File: src/rtl/lcd1602_bus_monitor.sv
// lcd1602_bus_monitor
// Passive receiver for the HD44780-style 8-bit write bus of a 16x2 LCD.
// Decodes every enable-qualified transaction into commands or character
// writes, keeps a 2x16 shadow of the visible DDRAM plus the mode flags,
// emulates the busy flag and flags protocol timing violations.
//
// Ports:
//   clk, reset                system clock, asynchronous active-low reset
//   rs, rw, enable, data      raw (asynchronous) LCD bus
//   rd_row, rd_col, rd_char   combinational random-access shadow read port
//   ac                        emulated address counter
//   display_on .. func_2line  display-control, entry-mode and function flags
//   busy                      emulated busy flag
//   cmd_strobe, cmd_code      one-cycle pulse + byte for each decoded command
//   wr_strobe, wr_row/col/char one-cycle pulse + location for visible writes
//   overrun_err, pulse_err, read_err, addr_err  sticky error flags
module lcd1602_bus_monitor #(
  parameter int SYNC_STAGES   = 2,
  parameter int BUSY_CYCLES   = 2000,
  parameter int CLEAR_CYCLES  = 80000,
  parameter int MIN_EN_CYCLES = 12
) (
  input  logic       clk,
  input  logic       reset,
  input  logic       rs,
  input  logic       rw,
  input  logic       enable,
  input  logic [7:0] data,
  input  logic       rd_row,
  input  logic [3:0] rd_col,
  output logic [7:0] rd_char,
  output logic [6:0] ac,
  output logic       display_on,
  output logic       cursor_on,
  output logic       blink_on,
  output logic       entry_inc,
  output logic       entry_shift,
  output logic       func_8bit,
  output logic       func_2line,
  output logic       busy,
  output logic       cmd_strobe,
  output logic [7:0] cmd_code,
  output logic       wr_strobe,
  output logic       wr_row,
  output logic [3:0] wr_col,
  output logic [7:0] wr_char,
  output logic       overrun_err,
  output logic       pulse_err,
  output logic       read_err,
  output logic       addr_err
);

  localparam int BUSY_MAX = (CLEAR_CYCLES > BUSY_CYCLES) ? CLEAR_CYCLES : BUSY_CYCLES;
  localparam int BW       = $clog2(BUSY_MAX + 1);
  localparam int EW       = $clog2(MIN_EN_CYCLES + 1);

  localparam logic [BW-1:0] BUSY_LOAD  = BW'(BUSY_CYCLES);
  localparam logic [BW-1:0] CLEAR_LOAD = BW'(CLEAR_CYCLES);
  localparam logic [EW-1:0] EN_MIN     = EW'(MIN_EN_CYCLES);

  // Data writes land in DDRAM until a CGRAM address set diverts them.
  typedef enum logic {
    MODE_DDRAM = 1'b0,
    MODE_CGRAM = 1'b1
  } addr_mode_t;

  // Synchronizer chains
  logic [SYNC_STAGES-1:0] en_sync_q, en_sync_d;
  logic [SYNC_STAGES-1:0] rs_sync_q, rs_sync_d;
  logic [SYNC_STAGES-1:0] rw_sync_q, rw_sync_d;
  logic [7:0]             data_sync_q [SYNC_STAGES];
  logic [7:0]             data_sync_d [SYNC_STAGES];

  // Edge detect, pulse width and captured transaction
  logic          en_prev_q, en_prev_d;
  logic [EW-1:0] en_width_q, en_width_d;
  logic          txn_valid_q, txn_valid_d;
  logic          txn_rs_q, txn_rs_d;
  logic          txn_rw_q, txn_rw_d;
  logic          txn_short_q, txn_short_d;
  logic [7:0]    txn_data_q, txn_data_d;

  // Architectural state
  logic [BW-1:0] busy_cnt_q, busy_cnt_d;
  logic [6:0]    ac_q, ac_d;
  logic          display_on_q, display_on_d;
  logic          cursor_on_q, cursor_on_d;
  logic          blink_on_q, blink_on_d;
  logic          entry_inc_q, entry_inc_d;
  logic          entry_shift_q, entry_shift_d;
  logic          func_8bit_q, func_8bit_d;
  logic          func_2line_q, func_2line_d;
  addr_mode_t    mode_q, mode_d;
  logic [7:0]    shadow_q [32];
  logic [7:0]    shadow_d [32];

  // Strobes and error flags
  logic       cmd_strobe_q, cmd_strobe_d;
  logic [7:0] cmd_code_q, cmd_code_d;
  logic       wr_strobe_q, wr_strobe_d;
  logic       wr_row_q, wr_row_d;
  logic [3:0] wr_col_q, wr_col_d;
  logic [7:0] wr_char_q, wr_char_d;
  logic       overrun_err_q, overrun_err_d;
  logic       pulse_err_q, pulse_err_d;
  logic       read_err_q, read_err_d;
  logic       addr_err_q, addr_err_d;

  logic       en_s;
  logic       en_fall;
  logic [6:0] set_addr;
  logic       set_addr_bad;
  logic       ac_visible;

  // Address counter step with the controller's wrap rules. In 2-line mode
  // the two 40-byte lines form one ring; in 1-line mode 0x00-0x4F is a ring.
  function automatic logic [6:0] step_ac(input logic [6:0] a, input logic up,
                                         input logic two_line);
    logic [6:0] r;
    if (two_line) begin
      if (up) r = (a == 7'h27) ? 7'h40 : ((a == 7'h67) ? 7'h00 : a + 7'd1);
      else    r = (a == 7'h00) ? 7'h67 : ((a == 7'h40) ? 7'h27 : a - 7'd1);
    end else begin
      if (up) r = (a >= 7'h4F) ? 7'h00 : a + 7'd1;
      else    r = (a == 7'h00) ? 7'h4F : a - 7'd1;
    end
    return r;
  endfunction

  assign en_s     = en_sync_q[SYNC_STAGES-1];
  assign en_fall  = en_prev_q & ~en_s;
  assign set_addr = txn_data_q[6:0];
  assign set_addr_bad = ((set_addr >= 7'h28) && (set_addr <= 7'h3F)) || (set_addr >= 7'h68);
  assign ac_visible   = (ac_q[5:4] == 2'b00);

  // Front end: rs/rw/data ride the same chain as enable so the fields used
  // come from the very sample that saw enable low. The fall is registered
  // into txn_* once, giving one extra cycle before the effect edge.
  always_comb begin
    en_sync_d[0]   = enable;
    rs_sync_d[0]   = rs;
    rw_sync_d[0]   = rw;
    data_sync_d[0] = data;
    for (int i = 1; i < SYNC_STAGES; i++) begin
      en_sync_d[i]   = en_sync_q[i-1];
      rs_sync_d[i]   = rs_sync_q[i-1];
      rw_sync_d[i]   = rw_sync_q[i-1];
      data_sync_d[i] = data_sync_q[i-1];
    end
    en_prev_d = en_s;
    if (en_s) en_width_d = (en_width_q == EN_MIN) ? en_width_q : en_width_q + EW'(1);
    else      en_width_d = '0;
    txn_valid_d = en_fall;
    txn_rs_d    = rs_sync_q[SYNC_STAGES-1];
    txn_rw_d    = rw_sync_q[SYNC_STAGES-1];
    txn_data_d  = data_sync_q[SYNC_STAGES-1];
    txn_short_d = (en_width_q < EN_MIN);
  end

  // Transaction execution. Command decode is by the highest set bit.
  // ac_visible relies on a legal ac: bit6 picks the row, bits 5:4 must be 0.
  always_comb begin
    ac_d          = ac_q;
    display_on_d  = display_on_q;
    cursor_on_d   = cursor_on_q;
    blink_on_d    = blink_on_q;
    entry_inc_d   = entry_inc_q;
    entry_shift_d = entry_shift_q;
    func_8bit_d   = func_8bit_q;
    func_2line_d  = func_2line_q;
    mode_d        = mode_q;
    shadow_d      = shadow_q;
    busy_cnt_d    = (busy_cnt_q != '0) ? busy_cnt_q - BW'(1) : '0;
    cmd_strobe_d  = 1'b0;
    cmd_code_d    = cmd_code_q;
    wr_strobe_d   = 1'b0;
    wr_row_d      = wr_row_q;
    wr_col_d      = wr_col_q;
    wr_char_d     = wr_char_q;
    overrun_err_d = overrun_err_q;
    pulse_err_d   = pulse_err_q;
    read_err_d    = read_err_q;
    addr_err_d    = addr_err_q;

    if (txn_valid_q) begin
      if (txn_rw_q) begin
        read_err_d = 1'b1;
      end else begin
        if (txn_short_q) pulse_err_d = 1'b1;
        if (busy_cnt_q != '0) overrun_err_d = 1'b1;
        busy_cnt_d = BUSY_LOAD;
        if (!txn_rs_q) begin
          cmd_strobe_d = |txn_data_q;
          if (|txn_data_q) cmd_code_d = txn_data_q;
          if (txn_data_q[7]) begin
            mode_d = MODE_DDRAM;
            if (set_addr_bad) begin
              addr_err_d = 1'b1;
              ac_d       = '0;
            end else begin
              ac_d = set_addr;
            end
          end else if (txn_data_q[6]) begin
            mode_d = MODE_CGRAM;
          end else if (txn_data_q[5]) begin
            func_8bit_d  = txn_data_q[4];
            func_2line_d = txn_data_q[3];
          end else if (txn_data_q[4]) begin
            // Display shift (bit3=1) has no effect on the shadow.
            if (!txn_data_q[3]) ac_d = step_ac(ac_q, txn_data_q[2], func_2line_q);
          end else if (txn_data_q[3]) begin
            display_on_d = txn_data_q[2];
            cursor_on_d  = txn_data_q[1];
            blink_on_d   = txn_data_q[0];
          end else if (txn_data_q[2]) begin
            entry_inc_d   = txn_data_q[1];
            entry_shift_d = txn_data_q[0];
          end else if (txn_data_q[1]) begin
            ac_d       = '0;
            busy_cnt_d = CLEAR_LOAD;
          end else if (txn_data_q[0]) begin
            for (int i = 0; i < 32; i++) shadow_d[i] = 8'h20;
            ac_d        = '0;
            entry_inc_d = 1'b1;
            busy_cnt_d  = CLEAR_LOAD;
          end
        end else if (mode_q == MODE_DDRAM) begin
          if (ac_visible) begin
            shadow_d[{ac_q[6], ac_q[3:0]}] = txn_data_q;
            wr_strobe_d = 1'b1;
            wr_row_d    = ac_q[6];
            wr_col_d    = ac_q[3:0];
            wr_char_d   = txn_data_q;
          end
          ac_d = step_ac(ac_q, entry_inc_q, func_2line_q);
        end
      end
    end
  end

  always_ff @(posedge clk or negedge reset) begin
    if (!reset) begin
      en_sync_q     <= '0;
      rs_sync_q     <= '0;
      rw_sync_q     <= '0;
      for (int i = 0; i < SYNC_STAGES; i++) data_sync_q[i] <= '0;
      en_prev_q     <= 1'b0;
      en_width_q    <= '0;
      txn_valid_q   <= 1'b0;
      txn_rs_q      <= 1'b0;
      txn_rw_q      <= 1'b0;
      txn_short_q   <= 1'b0;
      txn_data_q    <= '0;
      busy_cnt_q    <= '0;
      ac_q          <= '0;
      display_on_q  <= 1'b0;
      cursor_on_q   <= 1'b0;
      blink_on_q    <= 1'b0;
      entry_inc_q   <= 1'b1;
      entry_shift_q <= 1'b0;
      func_8bit_q   <= 1'b1;
      func_2line_q  <= 1'b0;
      mode_q        <= MODE_DDRAM;
      for (int i = 0; i < 32; i++) shadow_q[i] <= 8'h20;
      cmd_strobe_q  <= 1'b0;
      cmd_code_q    <= '0;
      wr_strobe_q   <= 1'b0;
      wr_row_q      <= 1'b0;
      wr_col_q      <= '0;
      wr_char_q     <= '0;
      overrun_err_q <= 1'b0;
      pulse_err_q   <= 1'b0;
      read_err_q    <= 1'b0;
      addr_err_q    <= 1'b0;
    end else begin
      en_sync_q     <= en_sync_d;
      rs_sync_q     <= rs_sync_d;
      rw_sync_q     <= rw_sync_d;
      data_sync_q   <= data_sync_d;
      en_prev_q     <= en_prev_d;
      en_width_q    <= en_width_d;
      txn_valid_q   <= txn_valid_d;
      txn_rs_q      <= txn_rs_d;
      txn_rw_q      <= txn_rw_d;
      txn_short_q   <= txn_short_d;
      txn_data_q    <= txn_data_d;
      busy_cnt_q    <= busy_cnt_d;
      ac_q          <= ac_d;
      display_on_q  <= display_on_d;
      cursor_on_q   <= cursor_on_d;
      blink_on_q    <= blink_on_d;
      entry_inc_q   <= entry_inc_d;
      entry_shift_q <= entry_shift_d;
      func_8bit_q   <= func_8bit_d;
      func_2line_q  <= func_2line_d;
      mode_q        <= mode_d;
      shadow_q      <= shadow_d;
      cmd_strobe_q  <= cmd_strobe_d;
      cmd_code_q    <= cmd_code_d;
      wr_strobe_q   <= wr_strobe_d;
      wr_row_q      <= wr_row_d;
      wr_col_q      <= wr_col_d;
      wr_char_q     <= wr_char_d;
      overrun_err_q <= overrun_err_d;
      pulse_err_q   <= pulse_err_d;
      read_err_q    <= read_err_d;
      addr_err_q    <= addr_err_d;
    end
  end

  assign rd_char     = shadow_q[{rd_row, rd_col}];
  assign ac          = ac_q;
  assign display_on  = display_on_q;
  assign cursor_on   = cursor_on_q;
  assign blink_on    = blink_on_q;
  assign entry_inc   = entry_inc_q;
  assign entry_shift = entry_shift_q;
  assign func_8bit   = func_8bit_q;
  assign func_2line  = func_2line_q;
  assign busy        = (busy_cnt_q != '0);
  assign cmd_strobe  = cmd_strobe_q;
  assign cmd_code    = cmd_code_q;
  assign wr_strobe   = wr_strobe_q;
  assign wr_row      = wr_row_q;
  assign wr_col      = wr_col_q;
  assign wr_char     = wr_char_q;
  assign overrun_err = overrun_err_q;
  assign pulse_err   = pulse_err_q;
  assign read_err    = read_err_q;
  assign addr_err    = addr_err_q;

endmodule

File: config.mk
export PLATFORM = sky130hd
export DESIGN_NAME = lcd1602_bus_monitor
export DESIGN_NICKNAME = d
export VERILOG_FILES = /design/src/rtl/lcd1602_bus_monitor.sv
export SDC_FILE = /design/constraint.sdc
export NUM_CORES = 1
export LEC_CHECK = 0
export ABC_AREA = 1
export CORE_UTILIZATION = 57
export CTS_BUF_LIST = sky130_fd_sc_hd__clkbuf_4
export CTS_CLUSTER_DIAMETER = 120
export DETAILED_ROUTE_END_ITERATION = 10
export PLACE_DENSITY_LB_ADDON = 0.08
export SETUP_SLACK_MARGIN = 0.2
export SYNTH_ARGS = -nofsm -noshare
export SYNTH_HDL_FRONTEND = slang
export SYNTH_SLANG_ARGS = --single-unit
File: constraint.sdc
create_clock -name clk -period 2.3 [get_ports clk]
set_clock_uncertainty 0.05 [all_clocks]
set_input_delay 0.575 -clock clk [delete_from_list [all_inputs] [get_ports clk]]
set_output_delay 0.575 -clock clk [all_outputs]
set_load 0.02 [all_outputs]
==> results of run 1 <==
==> area by class of cell <==
class	instances	share of cell area (%)
Antenna cell	2	0.0234
Clock buffer	149	5.24
Clock inverter	18	0.498
Inverter	75	1.40
Multi-Input combinational cell	1649	37.7
Sequential cell	354	41.7
Tap cell	390	2.29
Timing Repair Buffer	240	11.2
==> worst max-delay path, delay by kind of cell, from the launching register on <==
| family | cells | cell delay [ns] |
|---|---|---|
| AOI/OAI and AO/OA | 5 | 0.59 |
| buffers and inverters | 3 | 0.41 |
| DFF | 1 | 0.40 |
==> Yosys cell counts, types with 8 or more instances <==
cell type,instances,area (sq um)
xor2_1,8,70.1
nand3_1,86,430
nand3_4,20,350
nand2_1,881,3310
dfrtp_1,320,8010
ha_1,9,113
clkbuf_1,66,248
a21oi_1,31,155
buf_2,34,170
dfstp_2,34,893
o21ai_0,226,1130
inv_1,68,255
nor2_1,236,886
nand4_1,41,257
o221ai_1,46,403
o22ai_1,19,119
==> worst paths after layout <==
path | end | cells after the start
hold reg to reg | txn_data_q[4]$_DFF_PN0_ | 0
max in group asynchronous | shadow_q[21]$_DFFE_PN1P_ | 3
min in group asynchronous | shadow_q[148]$_DFFE_PN0P_ | 2
setup / recovery | rd_char[0] | 8
hold / removal | data_sync_d[6]$_DFF_PN0_ | 1
setup reg to reg | busy_cnt_q[12]$_DFF_PN0_ | 16
==> routing by layer <==
metal  share of wire (%)  wire length [um]  GRT usage (%)
met4                 5.0              2700           19.3
met2                  46             25300           55.7
met1                  40             22000           46.7
met5                   0                 0              0
met3                 8.5              4640           7.36
==> power by group <==
group,internal (mW),switching [mW],total (mW)
combinational,1.65,2.76,4.41
clock,3.03,2.66,5.69
sequential,7.05,0.539,7.59
==> sequential cells by signal, indices dropped and copies added, names as in the netlist, 7 cells and up <==
register / cells
ac: 7
busy_cnt_q: 17
cmd_code: 8
data_sync_d: 8
shadow_q: 256
txn_data_d: 8
txn_data_q: 8
wr_char: 8
==> stage by stage <==
stage	setup TNS (ns)	setup slack (ns)	utilization (%)
after floorplan	-0.0237	-0.0196	-
after global placement	-6.98	-0.906	64.9
after detailed placement	-7.18	-0.973	64.9
after CTS	-3.99	-0.576	70.5
after global routing	-6.22	-0.631	71.8
final	-4.01	-0.514	71.8
==> placed cells by master (no fill, tap or decap), drive strengths merged, types with 5 or more instances in the layout <==
cell type      netlist  final
nand3              111    111
inv                 70     70
o221ai              46     46
a31oi                5      5
xnor2                5      5
xor2                 8      8
clkbuf              66    150
nor2               239    239
nand4               41     41
clkdlybuf4s50        0     13
a21oi               31     31
dfstp               34     34
clkinv               5     18
ha                   9      9
o21ai              226    226
o22ai               19     19
nand2              882    883
nor3                 6      6
buf                 45    220
dfrtp              320    320
==> what timing repair did <==
action / CTS / global route
setup buffers: 31 / 17
setup endpoints to repair: 139 / 276
pin swaps: 36 / 18
gates cloned: 1 / 3
hold buffers: 1 / 0
endpoints found under the hold margin: 40 / 0
gates resized for setup: 295 / 160
==> cells by family (layout without fill, tap and decap cells) <==
| family | Yosys count | count (layout) | share of synthesized area [%] |
|---|---|---|---|
| compound gates | 343 | 343 | 11.5 |
| xor+xnor | 13 | 13 | 0.659 |
| fa+ha+maj | 9 | 9 | 0.652 |
| buf+inv | 186 | 482 | 4.57 |
| flops | 354 | 354 | 51.5 |
| other cells | 0 | 2 | 0 |
| simple gates | 1283 | 1284 | 31.1 |
==> impl_metrics.csv, run 1 <==
group,metric,value,unit
outcome,status,"finished, violations left",
outcome,violations,"negative setup slack",
clock_network,insertion_delay,0.80,ns
synthesis,synth_area,17300,sq um
synthesis,synth.net_count,2215,
finish,nFillCells,2354,
sta,hold_viol,0,
placement,numPlacedInstances,2655,
clock_network,cts_max_level,3,
min_path,hold_class,"input pin to flip-flop",
grt,grt_pass1_vias,16206,
setup_path,crit_fanout,2,
grt,grt_pass1_wl,85.7,mm
placement,gp_congestion,0.973,
detailed_routing,wl_per_cell,19.0,um
floorplanning,die_h,176,um
setup_path,rrSetupSlack,-0.05,ns
finish,design_area,21300,sq um
detailed_routing,drc,0,
grt,grt_start_max_net_pins,69,
setup_path,worstSetupStartpointType,"flip-flop",
detailed_routing,vias,16782,
floorplanning,fp-row-count,63,
synthesis,synth_edf_count,0,
finish,regArea,8910,sq um
power,p_leak,10.7,nW
detailed_routing,via_per_inst,5.83,
floorplanning,ioPinCount,68,
synthesis,async_reset_ff_share,100,%
setup_path,cp-end-kind,"output port",
finish,instances_no_fill,2877,
synthesis,ys.flop_type,"dfrtp_1",
power,finalPower,17.7,mW
floorplanning,die_area,31000,sq um
synthesis,syn_area_per_cell,7.90,sq um
sta,setup_viol,18,
sta,fin_hold_ws,0.202,ns
setup_path,crit_arrival,2.19,ns
setup_path,regToRegStartpoint,"busy_cnt_q[6]$_DFF_PN0_",
floorplanning,core-area,29700,sq um
placement,dp_hpwl,34.7,mm
synthesis,yosys_warnings,0,
finish,multi_input_area,8040,sq um
grt,grt-ovfl-total,0,
floorplanning,die_w,176,um
synthesis,yosysUniqueCellTypes,40,
clock_network,cts_tree,"done",
power,powerDensity,829,nW/um^2
grt,grt_usage,35.7,%
finish,layout-drive-gt1-share,22.8,%
clock_network,clock_sinks,354,
setup_path,slowest_stage,"dfrtp_1",
clock_network,clockBufferDepth,3,
power,irDropWorstVdd,0.650,mV
clock_network,cts_made_buffers,92,
setup_path,max_stage_delay,0.40,ns
sta,min_period,2.81,ns
sta,tightest_slew,0.673,ns
finish,fin_nets,2439,
detailed_routing,wirelength,54.6,mm
finish,syn2layout_area_growth,23.5,%
sta,fmax,355,MHz
setup_path,required,1.67,ns
setup_path,crit_type,"flip-flop to output port",
synthesis,yosysSeqAreaShare,51.5,%
detailed_routing,drtPass1Iterations,7,
sta,slew_headroom,55.0,%
placement,dpl_cell_area,19300,sq um
sta,fin_ws,-0.514,ns
detailed_routing,ant_nets,0,
min_path,hold_start,"data[6]",
clock_network,clk_pin_slew,0.06,ns
placement,place.port_buffers,67,
detailed_routing,drt_iter0_drc,1719,
grt,antenna_found_initial,2,
setup_path,path_cells,"o21ai_1, o22ai_1, buf_4, o21ai_2, o21ai_1, buf_4, o21a_4, buf_6",
sta,slew_viol_final,0,
synthesis,synth-seq-cells,354,
floorplanning,initial_core_util,58.1,%
synthesis,netlist_instances,2188,
sta,rsz0062_at_grt,"yes",
run,drv_cap,0,
setup_path,crit_path_start,"shadow_q[48]$_DFFE_PN0P_",
clock_network,root_buffer,"clkbuf_4",
sta,fin_crit_sh,122,%
Note: power is estimated with default switching activity, not from simulation.
==> inputs of run 2 (changes only) <==
--- a/config.mk
+++ b/config.mk
@@ -6,6 +6,7 @@
 export NUM_CORES = 1
 export LEC_CHECK = 0
 export ABC_AREA = 1
+export CORE_MARGIN = 2
 export CORE_UTILIZATION = 57
 export CTS_BUF_LIST = sky130_fd_sc_hd__clkbuf_4
 export CTS_CLUSTER_DIAMETER = 120
==> impl_metrics.csv, run 2 (synthesized netlist as in run 1, its figures left out) <==
group,metric,value,unit
sta,tightest_slew,0.609,ns
grt,antenna_found_initial,1,
floorplanning,core-area,29700,sq um
grt,grt_start_max_net_pins,77,
clock_network,cts_made_buffers,94,
sta,setup_viol,11,
run,drv_cap,0,
finish,layout-drive-gt1-share,24.6,%
finish,fin_nets,2484,
placement,numPlacedInstances,2654,
grt,grt-ovfl-total,0,
grt,grt_pass1_wl,88.4,mm
sta,hold_viol,0,
detailed_routing,vias,17091,
finish,utilization,73.1,%
clock_network,root_buffer,"clkbuf_4",
sta,slew_viol_final,0,
power,p_leak,10.9,nW
sta,min_period,2.83,ns
sta,slew_headroom,59.2,%
floorplanning,die_h,178,um
detailed_routing,drc,0,
finish,final_cell_mix,"nand2_1 (869), dfrtp_1 (314), nor2_1 (201)",
detailed_routing,drtPass1Iterations,6,
power,irDropWorstVdd,0.677,mV
floorplanning,fp-row-count,63,
sta,rsz0062_at_grt,"yes",
clock_network,cts_tree,"done",
outcome,violations,"negative setup slack",
detailed_routing,wl_per_cell,19.6,um
sta,fin_ws,-0.525,ns
clock_network,cts_max_level,3,
floorplanning,die_w,178,um
clock_network,clockBufferDepth,3,
placement,place.port_buffers,67,
grt,grt_pass1_vias,16586,
placement,dp_hpwl,34.5,mm
outcome,status,"finished, violations left",
setup_path,cp-end-kind,"output port",
setup_path,rrSetupSlack,-0.09,ns
setup_path,required,1.67,ns
setup_path,crit_type,"flip-flop to output port",
floorplanning,die_area,31700,sq um
finish,regMostFlops,"shadow_q",
finish,nFillCells,2332,
finish,regArea,8910,sq um
sta,fmax,354,MHz
finish,syn2layout_area_growth,25.7,%
detailed_routing,drt_iter0_drc,1819,
detailed_routing,via_per_inst,5.84,
finish,mostFrequentLayoutCell,"nand2_1",
clock_network,clock_sinks,354,
setup_path,path_cells,"o21ai_0, o221ai_1, nand3_1, nand3_1, o21a_2, buf_2",
power,powerDensity,823,nW/um^2
placement,gp_congestion,0.961,
grt,grt_usage,36.2,%
placement,place_ws,-0.966,ns
finish,instances_no_fill,2927,
floorplanning,ioPinCount,68,
detailed_routing,wirelength,57.3,mm
clock_network,clk_pin_slew,0.07,ns
sta,fin_crit_sh,123,%
setup_path,crit_fanout,2,
detailed_routing,ant_nets,0,
setup_path,crit_top_cell,"nand3_1",
floorplanning,initial_core_util,58.1,%
finish,largest_reg_flops,256,
setup_path,worstSetupStartpointType,"flip-flop",
setup_path,crit_arrival,2.20,ns
finish,reg_top3,"shadow_q x256, busy_cnt_q x17",
setup_path,slowest_stage,"dfrtp_1",
finish,multi_input_area,8050,sq um
setup_path,max_stage_delay,0.39,ns
sta,fin_tns_setup,-4.07,ns
min_path,hold_class,"input pin to flip-flop",
clock_network,insertion_delay,0.81,ns
[run 2: changes by cell type in the layout (fill, tap and decap cells not counted), moves of 6 or more]
cell | previous run | this run
clkinv_1 | 15 | 21
o21ai_1 | 74 | 66
buf_12 | 34 | 27
buf_6 | 31 | 42
buf_4 | 118 | 156
[run 2: timing repair]
item,4_1_cts,5_1_grt
gates cloned,3,1
buffers inserted,58,34
endpoints found under the setup margin,233,278
hold buffers,1,0
hold endpoints to repair,149,0
resized for setup,314,148
pin swaps,24,32
[run 2: final timing paths]
kind | end | start | cells after the start
min | rw_sync_q[0]$_DFF_PN0_ | rw | 1
max reg2reg | busy_cnt_q[14]$_DFF_PN0_ | busy_cnt_q[12]$_DFF_PN0_ | 19
max | rd_char[7] | shadow_q[79]$_DFFE_PN0P_ | 6
min reg2reg | txn_data_q[4]$_DFF_PN0_ | txn_data_d[4]$_DFF_PN0_ | 0
min in group asynchronous | shadow_q[162]$_DFFE_PN0P_ | reset | 2
max in group asynchronous | shadow_q[37]$_DFFE_PN1P_ | reset | 3
[run 2: routing by layer]
layer | routed length [um] | GRT usage (%) | vias to the layer above
met5 | 0 | 0 | -
met4 | 2980 | 18.0 | 0
met3 | 4800 | 7.03 | 255
met2 | 26700 | 58.0 | 950
met1 | 22800 | 47.2 | 8110
li1 | - | - | 7776
[run 2: where the power goes]
| part | internal [mW] | leakage [nW] | switching [mW] |
|---|---|---|---|
| clock | 3.06 | 0.757 | 2.77 |
| sequential | 7.05 | 4.61 | 0.540 |
| combinational | 1.68 | 5.55 | 2.77 |
| total | 11.8 | 10.9 | 6.07 |
[run 2: worst max-delay path, delay by kind of cell (launching register included)]
family | cells | cell delay, ns
and+or+nand+nor | 2 | 0.26
buffers and inverters | 1 | 0.16
AOI/OAI and AO/OA | 3 | 0.60
DFF | 1 | 0.39
[run 2: metrics by stage]
stage / hold WS, ns / instance area (sq um) / total power [mW]
6_report: 0.172 / 21700 / 17.9
2_1_floorplan: 0.229 / 17400 / 9.72
5_1_grt: 0.131 / 21700 / 18.7
4_1_cts: 0.139 / 21200 / 17.6
3_3_place_gp: 0.282 / 19200 / 11.4
3_5_place_dp: 0.285 / 19200 / 11.4
[run 2: area by class of cell]
class | instances | share of cell area, %
repair buffers | 284 | 12.5
clock buffers | 150 | 5.19
well taps | 390 | 2.25
multi-input cells | 1648 | 37.1
flip-flops and latches | 354 | 41.0
diodes | 1 | 0.0115
clock inverters | 25 | 0.570
inverters | 75 | 1.40
